$ cat config.mk
export PLATFORM = sky130hd
export DESIGN_NAME = isa_data_port_width_adapter
export DESIGN_NICKNAME = d
export VERILOG_FILES = /design/src/rtl/isa_data_port_width_adapter.sv
export SDC_FILE = /design/constraint.sdc
export NUM_CORES = 1
export LEC_CHECK = 0
export CAP_MARGIN = 20
export CORE_ASPECT_RATIO = 0.75
export CORE_UTILIZATION = 48
export DETAILED_ROUTE_END_ITERATION = 16
export HOLD_SLACK_MARGIN = 0.03
export PLACE_DENSITY = 0.88
export SLEW_MARGIN = 15
export SYNTH_ARGS = -nofsm -noshare
export SYNTH_HDL_FRONTEND = slang
export SYNTH_SLANG_ARGS = --single-unit
$ cat constraint.sdc
create_clock -name clk -period 2.2 [get_ports clk]
set_input_delay 0.44 -clock clk [delete_from_list [all_inputs] [get_ports clk]]
set_output_delay 0.44 -clock clk [all_outputs]
set_load 0.005 [all_outputs]
$ cat src/rtl/isa_data_port_width_adapter.sv
// ISA data-port width adapter.
// Bridges synchronised ISA IOR#/IOW# strobes to a single-word internal port.
// In 16-bit AT mode whole words move per ISA cycle and IOCS16# is driven.
// In 8-bit XT mode byte writes are paired into words and word reads are split
// into two byte reads. Protocol errors are kept in sticky flags. IOCHRDY
// throttles the bus while the write output register is full.
module isa_data_port_width_adapter #(
  parameter int unsigned TIMEOUT_CYCLES = 4096,
  parameter logic [7:0]  FILL_BYTE      = 8'hFF
) (
  input  logic        clk,
  input  logic        rst_n,
  input  logic        detection_valid,
  input  logic        enable_high_byte,
  input  logic        isa_addr_hit,
  input  logic        isa_wr_strobe,
  input  logic        isa_rd_strobe,
  input  logic        isa_a0,
  input  logic        isa_sbhe_n,
  input  logic [15:0] isa_wdata,
  output logic [15:0] isa_rdata,
  output logic        iocs16_n,
  output logic        isa_chrdy,
  output logic [15:0] wr_word,
  output logic        wr_valid,
  input  logic        wr_ready,
  input  logic [15:0] rd_word,
  input  logic        rd_valid,
  output logic        rd_pop,
  input  logic        err_clr,
  output logic [2:0]  err_flags
);

  typedef enum logic [1:0] {
    S_IDLE    = 2'd0,
    S_WR_LOW  = 2'd1,
    S_RD_HIGH = 2'd2
  } state_t;

  localparam int unsigned CNT_W = $clog2(TIMEOUT_CYCLES + 1);
  localparam logic [CNT_W-1:0] TIMEOUT_LAST = CNT_W'(TIMEOUT_CYCLES - 1);

  state_t           state_q, state_d, st_eff;
  logic             word_mode_q;
  logic [7:0]       hold_q, hold_d;
  logic [CNT_W-1:0] cnt_q, cnt_d;
  logic [15:0]      rdata_d, wr_word_d, complete_word;
  logic             wr_valid_d, rd_pop_d, complete, word_cycle;
  logic [2:0]       err_set;

  // Full 16-bit transfer: word mode with both byte lanes enabled.
  assign word_cycle = word_mode_q & ~isa_a0 & ~isa_sbhe_n;

  // Stall the ISA cycle while the output word waits for the internal port.
  assign isa_chrdy = ~(wr_valid & ~wr_ready);

  // State register.
  always_ff @(posedge clk or negedge rst_n) begin
    if (!rst_n) state_q <= S_IDLE;
    else        state_q <= state_d;
  end

  // Next state, datapath next values and error events for this cycle.
  always_comb begin
    state_d       = state_q;
    st_eff        = state_q;
    hold_d        = hold_q;
    cnt_d         = '0;
    rdata_d       = isa_rdata;
    wr_word_d     = wr_word;
    wr_valid_d    = wr_valid & ~wr_ready;
    rd_pop_d      = 1'b0;
    err_set       = '0;
    complete      = 1'b0;
    complete_word = '0;

    if (isa_wr_strobe) begin
      // A write abandons any held read byte before being decoded.
      if (state_q == S_RD_HIGH) st_eff = S_IDLE;
      state_d = st_eff;
      if (isa_rd_strobe) err_set[1] = 1'b1;

      if (word_cycle) begin
        if (st_eff == S_WR_LOW) err_set[0] = 1'b1;
        complete      = 1'b1;
        complete_word = isa_wdata;
        state_d       = S_IDLE;
      end else if (!isa_a0) begin
        if (st_eff == S_WR_LOW) err_set[0] = 1'b1;
        hold_d  = isa_wdata[7:0];
        state_d = S_WR_LOW;
      end else if (st_eff == S_WR_LOW) begin
        complete      = 1'b1;
        complete_word = {word_mode_q ? isa_wdata[15:8] : isa_wdata[7:0], hold_q};
        state_d       = S_IDLE;
      end else begin
        err_set[0] = 1'b1;
      end

      if (complete) begin
        if (wr_valid && !wr_ready) begin
          err_set[1] = 1'b1;
        end else begin
          wr_word_d  = complete_word;
          wr_valid_d = 1'b1;
        end
      end
    end else if (isa_rd_strobe) begin
      if (!isa_a0) begin
        if (!rd_valid) begin
          rdata_d    = {FILL_BYTE, FILL_BYTE};
          err_set[2] = 1'b1;
        end else begin
          rd_pop_d = 1'b1;
          if (word_cycle) begin
            rdata_d = rd_word;
            if (state_q == S_RD_HIGH) state_d = S_IDLE;
          end else begin
            rdata_d = {8'h00, rd_word[7:0]};
            hold_d  = rd_word[15:8];
            state_d = S_RD_HIGH;
          end
        end
      end else if (state_q == S_RD_HIGH) begin
        rdata_d = {8'h00, hold_q};
        state_d = S_IDLE;
      end else begin
        rdata_d    = {8'h00, FILL_BYTE};
        err_set[0] = 1'b1;
      end
    end else if (state_q != S_IDLE) begin
      if (cnt_q == TIMEOUT_LAST) begin
        state_d    = S_IDLE;
        err_set[0] = 1'b1;
      end else begin
        cnt_d = cnt_q + 1'b1;
      end
    end
  end

  // Datapath, mode, IOCS16# and sticky error registers.
  always_ff @(posedge clk or negedge rst_n) begin
    if (!rst_n) begin
      word_mode_q <= 1'b0;
      hold_q      <= '0;
      cnt_q       <= '0;
      isa_rdata   <= 16'hFFFF;
      iocs16_n    <= 1'b1;
      wr_word     <= '0;
      wr_valid    <= 1'b0;
      rd_pop      <= 1'b0;
      err_flags   <= '0;
    end else begin
      if (state_q == S_IDLE) word_mode_q <= enable_high_byte & detection_valid;
      hold_q    <= hold_d;
      cnt_q     <= cnt_d;
      isa_rdata <= rdata_d;
      iocs16_n  <= ~(word_mode_q & isa_addr_hit);
      wr_word   <= wr_word_d;
      wr_valid  <= wr_valid_d;
      rd_pop    <= rd_pop_d;
      err_flags <= (err_flags & ~{3{err_clr}}) | err_set;
    end
  end

endmodule
==> Word level (Yosys, flattened, before mapping) <==
Index checks and enable logic that the tools add are counted.
{ "word_totals": {"register_bits": 62, "input_bits": 44, "wordCells": 102, "output_inout_bits": 39} }
{ "op_classes": {"mux": 59, "addsub": 1, "reduce_logical": 12, "n_bitwise": 16, "eq_ne": 4} }
{ "ops": {"columns": ["operator", "count"], "rows": [
  ["16-bit 2-to-1 mux", 6],
  ["8-bit 2-to-1 mux", 9],
  ["13-bit 2-to-1 mux", 4],
  ["1-bit 2-to-1 mux", 28],
  ["2-bit 2-to-1 mux", 12],
  ["13-bit by 1-bit adder with 13-bit output (second input constant)", 1],
  ["13-bit by 12-bit equality test with 1-bit output (second input constant)", 1],
  ["1-bit NOT", 8],
  ["3-bit AND reduction", 2],
  ["2-bit nonzero test", 3],
  ["3-bit nonzero test", 2],
  ["1-bit bitwise AND", 5],
  ["4-bit by 2-bit inequality test with 1-bit output (second input constant)", 1],
  ["4-bit AND reduction", 1],
  ["3-bit bitwise AND", 1],
  ["3-bit NOT", 1],
  ["3-bit OR", 1],
  ["2-bit by 1-bit equality test with 1-bit output (second input constant)", 1],
  ["2-bit equality test (second input constant)", 1],
  ["2-bit zero test", 1],
  ["2-bit AND reduction", 1],
  ["1-bit logical AND", 1],
  ["1-bit zero test", 1]
]} }

==> Depth between registers and ports, before layout <==
{ "logic_depth": {"depth_word": 11, "mapped_depth": 7, "depth_no_buf": 5} }

==> Least setup slack after synthesis <==
No wires, ideal clock.
{ "synth_timing": {"path_kind": "reg-to-reg", "startpoint": "reg cnt_q[0]", "endpoint": "reg state_q[1]", "setup_slack_ns": 0.362, "n_path_buf": 0, "setup_ns": 0.138, "arrival_ns": 1.700, "path_stages_with_launch": 6, "synth_period_minus_slack_ns": 1.838, "required_ns": 2.062, "cell_sequence": "dfrtp_1 ha_1 nand3_2 or4_4 a2111oi_2 o22ai_1"} }
{ "synth_via": {"elab_chain_cells": 3} }
{ "synth_rtl": {"columns": ["element", "line_no", "source"], "rows": [
  ["start, declared", "46", "logic [CNT_W-1:0] cnt_q, cnt_d;"],
  ["start signal, assigned", "156", "cnt_q <= cnt_d;"],
  ["13-bit by 12-bit equality test with 1-bit output", "132", "if (cnt_q == TIMEOUT_LAST) begin"],
  ["3-bit nonzero test (no line)", null, null],
  ["3-bit AND reduction (no line)", null, null],
  ["end signal, assigned", "60", "else state_q <= state_d;"],
  ["end, declared", "43", "state_t state_q, state_d, st_eff;"]
]} }
Every way passes these cells.
A chain may end at the register's enable or synchronous reset.

==> Worst setup path in the final report <==
{ "layout_timing": {"startpoint": "reg cnt_q[0]", "endpoint": "reg cnt_q[8]"} }
{ "layout_via": {"elab_chain_cells": 5, "elab_cells_between_ends": 6, "classes_between": "add/sub: 1; eq/ne: 1; mux: 4"} }
{ "layout_rtl": {"columns": ["element", "line_no", "source"], "rows": [
  ["13-bit by 1-bit adder with 13-bit output / 13-bit by 12-bit equality test with 1-bit output (equally long branches)", "136, 132", null],
  ["13-bit 2-to-1 mux (*)", "132", null],
  ["13-bit 2-to-1 mux (*)", "131", "end else if (state_q != S_IDLE) begin"],
  ["13-bit 2-to-1 mux (*)", "108", "end else if (isa_rd_strobe) begin"],
  ["13-bit 2-to-1 mux (*)", "77", "if (isa_wr_strobe) begin"],
  ["named net cnt_d[8]", "46", null]
]} }
The timed path passes the listed nets; every way through them passes the cells marked *.

==> run_results.csv <==
group,metric,value,unit
status,status,"completed",
grt,grtUsageMet3,0.0625,
power_and_ir_drop,p_seq_frac,0.473,
power_and_ir_drop,finalPower,3.20,mW
timing,fin_crit,2.04,ns
grt,grt_use_met2,0.404,
worst_setup_path,r2r_end,"cnt_q[8]",
worst_setup_path,path_delay_family,"simple AND/OR/NAND/NOR gates",
clock_network,cts_setup_buffers,0,
cells_and_area,num_antenna_cells,0,
grt,grt_max_degree,63,
clock_network,cts_buffers,9,
timing,slew_headroom,0.668,
worst_setup_path,worstPathRequired,2.41,ns
grt,grt_pass1_wl,12900,µm
cells_and_area,stdcell_count,470,
worst_setup_path,r2r_cells,5,
power_and_ir_drop,pwr-share-clk,0.276,
floorplanning,core-area,0.00583,mm²
synth,synth-compound-area-share,0.164,
synth,syn-num-nets,344,
worst_setup_path,endpoint_kind,"flop",
synth,synth_area,0.00290,mm²
timing,finClkSkew,0.00552,ns
clock_network,cts-resized-gates,0,
timing,setup_violations,0,
clock_network,clk_path_buf_depth,2,
worst_setup_path,cp-startpoint,"cnt_q[0]",
min_path,holdCritPathClass,"input port to async pin",
power_and_ir_drop,ir_drop,421,µV
floorplanning,fp.dieH,69.3,µm
worst_setup_path,slowest_stage,"or4_4",
cells_and_area,fillers,467,
synth,synth_area_per_cell,9.74,µm²
clock_network,holdBufCountCts,0,
power_and_ir_drop,power.density,787,mW/mm²
synth,ys_types,41,
placed_design,dpl.cell_count,454,
routing,vias,2607,
timing,hold_viol_final,0,
timing,finalCritPeriodShare,0.928,
floorplanning,fp-row-count,24,
timing,max_freq,490,MHz
grt,busiest_layer,"met2",
worst_setup_path,worst-setup-path-type,"flop to flop",
cells_and_area,final_layout_size_suffix_gt1_frac,0.143,
routing,drcViolationCount,0,
grt,grt_pass1_vias,2608,
worst_setup_path,cp_max_fo,12,
grt,antenna_found_initial,0,
worst_setup_path,cp-start-kind,"flop",
clock_network,insertion_delay,0.34,ns
power_and_ir_drop,p_leak,1.67,nW
synth,synth_top_family_by_area,"simple AND/OR/NAND/NOR gates",
grt,grtUsageTotal,0.265,
clock_network,path_clk_slew,0.07,ns
grt,grt_overflow_total,0,
worst_setup_path,critPathBufInv,0,
cells_and_area,area_delta_synth_final,39.8,%
cells_and_area,multiInputGateArea,0.00124,mm²
worst_setup_path,reg2reg_from,"cnt_q[0]",
clock_network,clockRootBuffer,"clkbuf_8",
routing,detail_route.wl_per_cell,16.5,µm
synth,synthCells,298,
placed_design,dpl.hpwl,5760,µm
synth,synth.area.mux_share,0.0315,
floorplanning,start_util,0.498,
grt,met1_usage,0.372,
routing,initialDrtViolationCount,195,
floorplanning,io_pins,83,
synth,async_flop_share,1.00,
timing,grt_setup_unrepaired,"false",
power_and_ir_drop,p_comb_frac,0.251,
synth,ys.flop_type,"dfrtp_1",
clock_network,htree_num_levels,3,
clock_network,cts_sinks,62,
clock_network,cts_tree,"built",
routing,first_pass_iters,4,
placed_design,port_buffers,82,
synth,synth-simple-area-share,0.190,
timing,setup_tns,0,ns
worst_setup_path,critPathMaxStageDelay,0.58,ns
worst_setup_path,cp.arrival,2.25,ns
synth,synth_edf_count,0,
synth,synth-adder-area-share,0.00862,
power_and_ir_drop,power.switching,0.937,mW
timing,final_max_slew_viol_count,0,
worst_setup_path,r2r_slack,0.16,ns
routing,vias_per_cell,5.55,
synth,ys_warn_count,0,
synth,seq_area_frac_synth,0.542,
cells_and_area,final_nets,433,
run,cap_violations,0,
placed_design,place.gp.congestion,0.834,
power_and_ir_drop,p_sw_frac,0.293,
power_and_ir_drop,p_int,2.26,mW
floorplanning,die_x,91.8,µm
timing,worstMarginPinSlew,0.497,ns
routing,antenna_left,0,
cells_and_area,regArea,0.00157,mm²
worst_setup_path,crit_chain,"ha_1 > nand3_2 > or4_4 > or2b_1 > nor2_1",
synth,synth-seq-cells,62,
routing,drt_wl_total,7760,µm
floorplanning,dieArea,0.00637,mm²
synth,synth_xor_area_frac,0.0302,
## power by group through the flow
stage | Clock [mW] | Sequential, mW | Combinational (mW)
floorplan | 0 | 1.49 | 0.311
global placement | 0 | 1.52 | 0.775
detailed placement | 0 | 1.53 | 0.802
CTS | 0.899 | 1.51 | 0.806
global route | 0.935 | 1.53 | 0.878
finish | 0.881 | 1.51 | 0.803
## worst max-delay path by stage
stage             endpoint  slack (ns)  depth (start not counted)
6_report          cnt_q[8]        0.16                          5
5_1_grt           cnt_q[8]        0.02                          5
4_1_cts          cnt_q[11]        0.17                          5
3_5_place_dp   wr_word[14]       0.007                          7
3_3_place_gp    wr_word[8]        0.07                          7
2_1_floorplan   state_q[1]        0.36                          5
## per-stage QoR
stage	cell area, µm²	utilization	hold WS, ns	setup WS, ns
finish	4060	0.697	0.0983	0.158
global route	4060	0.697	0.121	0.0248
CTS	4060	0.697	0.103	0.171
detailed placement	3880	0.666	0.470	0.00726
global placement	3880	0.666	0.462	0.0662
floorplan	2900	-	0.144	0.362
## layout make-up
cell class | instances | share of cell area
sequential | 62 | 0.388
clock buffer | 10 | 0.0339
multi-input combinational | 211 | 0.305
inverter | 6 | 0.00555
tap | 78 | 0.0241
clock inverter | 6 | 0.00925
timing repair buffer | 97 | 0.235
## synth_stat cells, types with 2 or more instances
cell,instances,area share
dfstp_2,17,0.15
o21ai_0,30,0.052
nand3_1,20,0.034
dfrtp_1,45,0.39
clkbuf_1,14,0.018
nand2b_1,3,0.0065
o22ai_1,9,0.019
nor3_1,4,0.0069
nand2_1,40,0.052
nor3b_1,5,0.013
inv_1,6,0.0078
a22oi_1,16,0.041
xnor2_1,6,0.018
a21oi_1,11,0.019
nor2_1,26,0.034
mux2i_1,8,0.028
ha_1,2,0.0086
or3_1,2,0.0043
nand4_1,2,0.0043
xor2_1,4,0.012
buf_2,4,0.0069
o31ai_1,2,0.0052
nor2b_1,4,0.0086
## flip-flops by register name (all words and copies together) (netlist names)
register and cells:
wr_word 16, word_mode_q 1, iocs16_n 1, hold_q 8
rd_pop 1, state_q 2, isa_rdata 16, cnt_q 13
wr_valid 1, err_flags 3
## placed cells by master (no fill, tap or decap), types with 4 or more instances in the layout
| master | count |
|---|---|
| clkdlybuf4s50_1 | 81 |
| dfrtp_1 | 45 |
| nand2_1 | 40 |
| o21ai_0 | 30 |
| nor2_1 | 26 |
| nand3_1 | 20 |
| dfstp_2 | 17 |
| a22oi_1 | 16 |
| buf_4 | 13 |
| a21oi_1 | 11 |
| clkbuf_8 | 10 |
| o22ai_1 | 9 |
| mux2i_1 | 8 |
| inv_1 | 6 |
| xnor2_1 | 6 |
| nor2b_1 | 4 |
| nor3b_1 | 4 |
| nor3_1 | 4 |
| xor2_1 | 4 |
## cells by family after synthesis
logic type | count (synthesis)
fa+ha+maj | 2
simple gates | 113
mux | 9
compound gates | 77
xor+xnor | 10
flops | 62
buf+inv | 25
## routing by layer
layer / vias up / routed length (µm)
li1: 1232 / -
met1: 1259 / 3500
met2: 102 / 3560
met3: 14 / 547
met4: 0 / 155
met5: - / 0
(Power assumes the default switching activity.)
